File: src/rtl/lp_calc_seq.sv
// Handshaked unsigned calculator: single-cycle add/sub, iterative shift-add multiply and
// restoring divide, with reuse of the last computed result for a repeated operand set.
module lp_calc_seq #(
  parameter int WIDTH     = 8,
  parameter bit SKIP_SAME = 1'b1
) (
  input  logic               clk,
  input  logic               reset,
  input  logic               in_valid,
  output logic               in_ready,
  input  logic [WIDTH-1:0]   a_in,
  input  logic [WIDTH-1:0]   b_in,
  input  logic [1:0]         op_in,
  output logic [2*WIDTH-1:0] result,
  output logic               out_valid,
  output logic               div_by_zero,
  output logic               reused,
  output logic               busy
);
  localparam int RW = 2 * WIDTH;
  localparam int CW = $clog2(WIDTH);
  localparam logic [1:0] OP_ADD = 2'b00;
  localparam logic [1:0] OP_SUB = 2'b01;
  localparam logic [1:0] OP_MUL = 2'b10;
  localparam logic [1:0] OP_DIV = 2'b11;

  typedef enum logic [1:0] {S_IDLE, S_EXEC, S_DONE} state_t;

  state_t            state, state_nxt;
  logic [CW-1:0]     cnt;
  logic [WIDTH-1:0]  a_r, b_r;
  logic [1:0]        op_r;
  logic [RW-1:0]     acc, acc_nxt;
  logic [RW-1:0]     mcand, mcand_nxt;
  logic [WIDTH-1:0]  shreg, shreg_nxt;
  logic [WIDTH:0]    rem_sh;
  logic [WIDTH-1:0]  rem_new;
  logic              ge;
  logic [RW-1:0]     calc_res;
  logic              accept, hit, last, div0;
  logic              hist_vld, hist_dbz;
  logic [WIDTH-1:0]  hist_a, hist_b;
  logic [1:0]        hist_op;
  logic [RW-1:0]     hist_result;

  function automatic logic [RW-1:0] f_add(input logic [WIDTH-1:0] a, input logic [WIDTH-1:0] b);
    logic [WIDTH:0] s;
    s = {1'b0, a} + {1'b0, b};
    return {{(WIDTH-1){1'b0}}, s};
  endfunction

  function automatic logic [RW-1:0] f_sub(input logic [WIDTH-1:0] a, input logic [WIDTH-1:0] b);
    logic signed [WIDTH:0] d;
    d = $signed({1'b0, a}) - $signed({1'b0, b});
    return {{(WIDTH-1){d[WIDTH]}}, d};
  endfunction

  assign in_ready = (state == S_IDLE);
  assign busy     = (state != S_IDLE);
  assign accept   = (state == S_IDLE) && in_valid;
  assign last     = (state == S_EXEC) && (cnt == '0);
  assign div0     = (b_r == '0);
  assign hit      = SKIP_SAME && hist_vld && (a_in == hist_a) && (b_in == hist_b) &&
                    (op_in == hist_op);

  always_comb begin
    state_nxt = state;
    case (state)
      S_IDLE:  if (in_valid) state_nxt = hit ? S_DONE : S_EXEC;
      S_EXEC:  if (cnt == '0) state_nxt = S_DONE;
      S_DONE:  state_nxt = S_IDLE;
      default: state_nxt = S_IDLE;
    endcase
  end

  // One iteration step: shift-add partial product, or one restoring-division quotient bit
  always_comb begin
    acc_nxt   = acc;
    mcand_nxt = mcand;
    shreg_nxt = shreg;
    rem_sh    = {acc[WIDTH-1:0], shreg[WIDTH-1]};
    ge        = (rem_sh >= {1'b0, b_r});
    rem_new   = ge ? WIDTH'(rem_sh - {1'b0, b_r}) : rem_sh[WIDTH-1:0];
    if (op_r == OP_MUL) begin
      acc_nxt   = acc + (shreg[0] ? mcand : '0);
      mcand_nxt = mcand << 1;
      shreg_nxt = shreg >> 1;
    end else if (op_r == OP_DIV) begin
      acc_nxt   = {{WIDTH{1'b0}}, rem_new};
      shreg_nxt = {shreg[WIDTH-2:0], ge};
    end
  end

  always_comb begin
    calc_res = '0;
    case (op_r)
      OP_ADD:  calc_res = f_add(a_r, b_r);
      OP_SUB:  calc_res = f_sub(a_r, b_r);
      OP_MUL:  calc_res = acc_nxt;
      default: calc_res = div0 ? {a_r, {WIDTH{1'b1}}} : {rem_new, shreg_nxt};
    endcase
  end

  always_ff @(posedge clk or posedge reset) begin
    if (reset) begin
      state       <= S_IDLE;
      cnt         <= '0;
      result      <= '0;
      out_valid   <= 1'b0;
      div_by_zero <= 1'b0;
      reused      <= 1'b0;
      hist_vld    <= 1'b0;
    end else begin
      state     <= state_nxt;
      out_valid <= (state_nxt == S_DONE);
      if (accept)
        cnt <= ((op_in == OP_MUL) || ((op_in == OP_DIV) && (b_in != '0))) ? CW'(WIDTH - 1) : '0;
      else if (state == S_EXEC)
        cnt <= cnt - 1'b1;
      if (accept && hit) begin
        result      <= hist_result;
        div_by_zero <= hist_dbz;
        reused      <= 1'b1;
      end else if (last) begin
        result      <= calc_res;
        div_by_zero <= (op_r == OP_DIV) && div0;
        reused      <= 1'b0;
        hist_vld    <= 1'b1;
      end
    end
  end

  // Datapath registers: loaded on a computing accept, stepped only in EXEC
  always_ff @(posedge clk) begin
    if (accept && !hit) begin
      a_r   <= a_in;
      b_r   <= b_in;
      op_r  <= op_in;
      acc   <= '0;
      mcand <= {{WIDTH{1'b0}}, a_in};
      shreg <= (op_in == OP_MUL) ? b_in : a_in;
    end else if (state == S_EXEC) begin
      acc   <= acc_nxt;
      mcand <= mcand_nxt;
      shreg <= shreg_nxt;
    end
    if (last) begin
      hist_a      <= a_r;
      hist_b      <= b_r;
      hist_op     <= op_r;
      hist_result <= calc_res;
      hist_dbz    <= (op_r == OP_DIV) && div0;
    end
  end
endmodule

File: config.mk
export PLATFORM = sky130hd
export DESIGN_NAME = lp_calc_seq
export DESIGN_NICKNAME = d
export VERILOG_FILES = /design/src/rtl/lp_calc_seq.sv
export SDC_FILE = /design/constraint.sdc
export NUM_CORES = 1
export LEC_CHECK = 0
export BUFFER_PORTS_ARGS = -buffer_cell sky130_fd_sc_hd__clkbuf_2
export CAP_MARGIN = 20
export CORE_UTILIZATION = 60
export CTS_CLUSTER_DIAMETER = 50
export CTS_CLUSTER_SIZE = 14
export DETAILED_ROUTE_END_ITERATION = 6
export MAX_ROUTING_LAYER = met4
export PLACE_DENSITY = 0.79
export RECOVER_POWER = 25
export SETUP_SLACK_MARGIN = 0.3
export SLEW_MARGIN = 20
export SYNTH_ARGS = -nofsm -noshare
export SYNTH_HDL_FRONTEND = slang
export SYNTH_SLANG_ARGS = --single-unit
File: constraint.sdc
create_clock -name clk -period 3.5 [get_ports clk]
set_input_delay 0.35 -clock clk [delete_from_list [all_inputs] [get_ports clk]]
set_output_delay 0.35 -clock clk [all_outputs]
set_load 0.05 [all_outputs]
==> impl_metrics.tcl <==
set metrics [dict create \
    outcome "completed" \
    pwr-share-comb_pct 46.7 \
    p_sw_mw 3.300 \
    netlist_instances 721 \
    grt_pass1_vias 5841 \
    cts_inserted_buffers 17 \
    fillers 860 \
    timing.final.crit_share_pct 88.06 \
    power_density_nw_per_um2 949.9 \
    drive_gt1_share_pct 11.62 \
    clkLatencyLatePin_ns 0.42 \
    vias 5991 \
    design_area_um2 8055 \
    maxSlewViolCount 0 \
    drt_first_iter_violations 832 \
    p_clk_share_pct 22.2 \
    drc_errors 0 \
    avgSynthCellArea_um2 9.838 \
    ys_warn_count 0 \
    critPathRequiredTime_ns 3.80 \
    tightest_slew_ns 1.034 \
    gp_congestion 0.9534 \
    setup-tns-final_ns 0 \
    die_h_um 110.7 \
    die_w_um 110.7 \
    slew-limit-headroom_pct 30.94 \
    core_um2 11470 \
    seqPwrFrac_pct 31.0 \
    hold_viol 0 \
    synth_fp_nets 787 \
    grt_use_total_pct 34.03 \
    swShare_pct 43.13 \
    arrival_ns 3.38 \
    rows 39 \
    synth_most_common_cell "nand2_1" \
    synth_area_leader_cell "edfxtp_1" \
    leakage_nw 3.305 \
    setup_viol 0 \
    floorplan.initialDensity_pct 61.85 \
    ioPinCount 42 \
    p_int_mw 4.351 \
    yosys_most_used_dff "edfxtp_1" \
    yosysSeqAreaShare_pct 44.81 \
    post_cts_resize_count 0 \
    cts_tree "yes" \
    clockBufferDepth 2 \
    syn_to_final_growth_pct 13.57 \
    place_area_um2 7506 \
    dp_hpwl_um 14290 \
    cts_root_buf "clkbuf_16" \
    rsz0062_at_grt "no" \
    endpoint_kind "register" \
    clock-sinks 118 \
    die_area_um2 12260 \
    grt_overflow_total 0 \
    antenna_left 0 \
    firstDrtPassIters 5 \
    clock_skew_ns 0.006971 \
    synth-edff-count 69 \
    ir_drop_mv 0.7101 \
    n_antenna_cell 0 \
    yosys.area.top_type_share_pct 29.21 \
    post_cts_buffers 0 \
    antenna_found_initial 0 \
    drt_wl_total_um 19260 \
    ys_types 64 \
    grt_start_max_net_pins 42 \
    synthTopCellsByArea "edfxtp_1 29%, dfrtp_1 8.8%, ha_1 7.2%" \
    cts_hold_buf 0 \
    hold_path_class "in2async" \
    routed_via_density 6.470 \
    crit_path_start_kind "register" \
    max_freq_mhz 324.5 \
    yosys-top-cells-count "76 x nand2_1, 69 x edfxtp_1, 57 x nor2_1, 53 x a21oi_1, 41 x ha_1" \
    portBuffers 41 \
    syn-cell-area_um2 7093 \
    avgRoutedWirePerCell_um 20.80 \
    synthArstFlopShare_pct 21.19 \
    min_period_ns 3.082 \
    grt_pass1_wl_um 31170 \
    path_clk_slew_ns 0.06 \
    crit_type "reg2reg" \
    drv_cap 0 \
    nets 836 \
    synth_seq_cells 118 \
    cts_max_level 4 \
    crit_path_max_fanout 18 \
]
==> worst paths after layout <==
path,from,to,slack (ns),depth (start not counted)
max,shreg[0],result[14],0.42,9
min,reset,hist_vld,0.12,2
max reg2reg,shreg[0],result[14],0.42,9
min reg2reg,mcand[15],mcand[15],0.45,2
max in group asynchronous,reset,result[11],2.81,2
min in group clk,op_in[1],op_r[1],0.24,1
==> worst max-delay path, cell delays in order (launching register included) <==
cell and delay, ns:
edfxtp_1 0.38, buf_4 0.21, and2_1 0.18, ha_1 0.35
a21oi_1 0.28, a21oi_1 0.12, a211oi_1 0.43, o211ai_1 0.16
or4_4 0.55, a221o_1 0.31
==> sequential cells by signal, summed over array words and instances, names as in the netlist, 2 cells and up, named ones only <==
signal,cells
op_r,2
state,2
hist_a,8
acc,8
shreg,8
cnt,3
b_r,8
hist_result,16
hist_b,8
result,16
mcand,16
hist_op,2
a_r,8
==> routing by layer <==
layer,wire (um),track usage [%],part of all wire [%]
met1,8191,44.76,43
met2,8855,51.06,46
met3,1531,7.326,7.9
met4,683,14.58,3.5
met5,0,-,0
==> logic make-up after synthesis <==
logic type,after synthesis,synth area share [%]
flops,118,44.81
compound gates,193,18.36
buf+inv,65,3.457
mux,32,4.710
xor+xnor,39,4.816
simple gates,229,15.49
fa+ha+maj,45,8.361
==> cells in the final DEF, fill, tap and decap left out, types with 4 or more instances in the layout <==
cell type  instances
nor2b_1           14
ha_1              41
clkbuf_1          20
o2111ai_1          4
nor2_1            56
nor4_1             7
xor2_1            26
edfxtp_1          69
a211o_1            4
nand2b_1           7
a221o_1            7
a211oi_1          15
mux2_2            11
clkinv_2           6
and2_1            16
buf_4             16
a21o_1             6
o21a_1             7
nor3_1            12
clkbuf_2          23
dfrtp_1           25
or3_1              4
nand2_1           76
o21ai_0           32
a21oi_1           53
o211ai_1          15
xnor2_1           13
mux2i_1           21
a22oi_1           11
nand3_1           13
inv_1             36
nand4_1            5
a221oi_1           4
clkbuf_16         17
o221ai_1           4
dfxtp_1           24
fa_1               4
==> power groups by stage <==
stage          clock network, mW  logic [mW]  registers (mW)
2_1_floorplan                  0        2.27            2.56
3_3_place_gp                   0        3.39            2.36
3_5_place_dp                   0        3.48            2.39
4_1_cts                     1.71        3.52            2.37
5_1_grt                     1.78        3.88            2.41
6_report                    1.70        3.58            2.38
==> through the flow <==
stage / util, % / hold slack [ns] / setup slack [ns] / total power, mW / instances
after floorplan: - / 0.3773 / 0.3188 / 4.838 / 721
after global placement: 65.46 / 0.4488 / 0.5168 / 5.750 / 894
after detailed placement: 65.46 / 0.4514 / 0.3806 / 5.870 / 894
after CTS: 70.47 / 0.1422 / 0.3882 / 7.597 / 926
after global routing: 70.25 / 0.1936 / 0.3030 / 8.069 / 926
final: 70.25 / 0.1157 / 0.4180 / 7.651 / 926
==> cell type report <==
type                            instances  area [um^2]  area share (%)
Multi-Input combinational cell        538         3677           45.65
Clock buffer                           19        442.9           5.499
Clock inverter                         13        132.6           1.646
Timing Repair Buffer                   58        306.5           3.806
Sequential cell                       118         3178           39.45
Tap cell                              143        178.9           2.221
Inverter                               37        138.9           1.724
No activity file was read; power rests on OpenSTA's default activity.
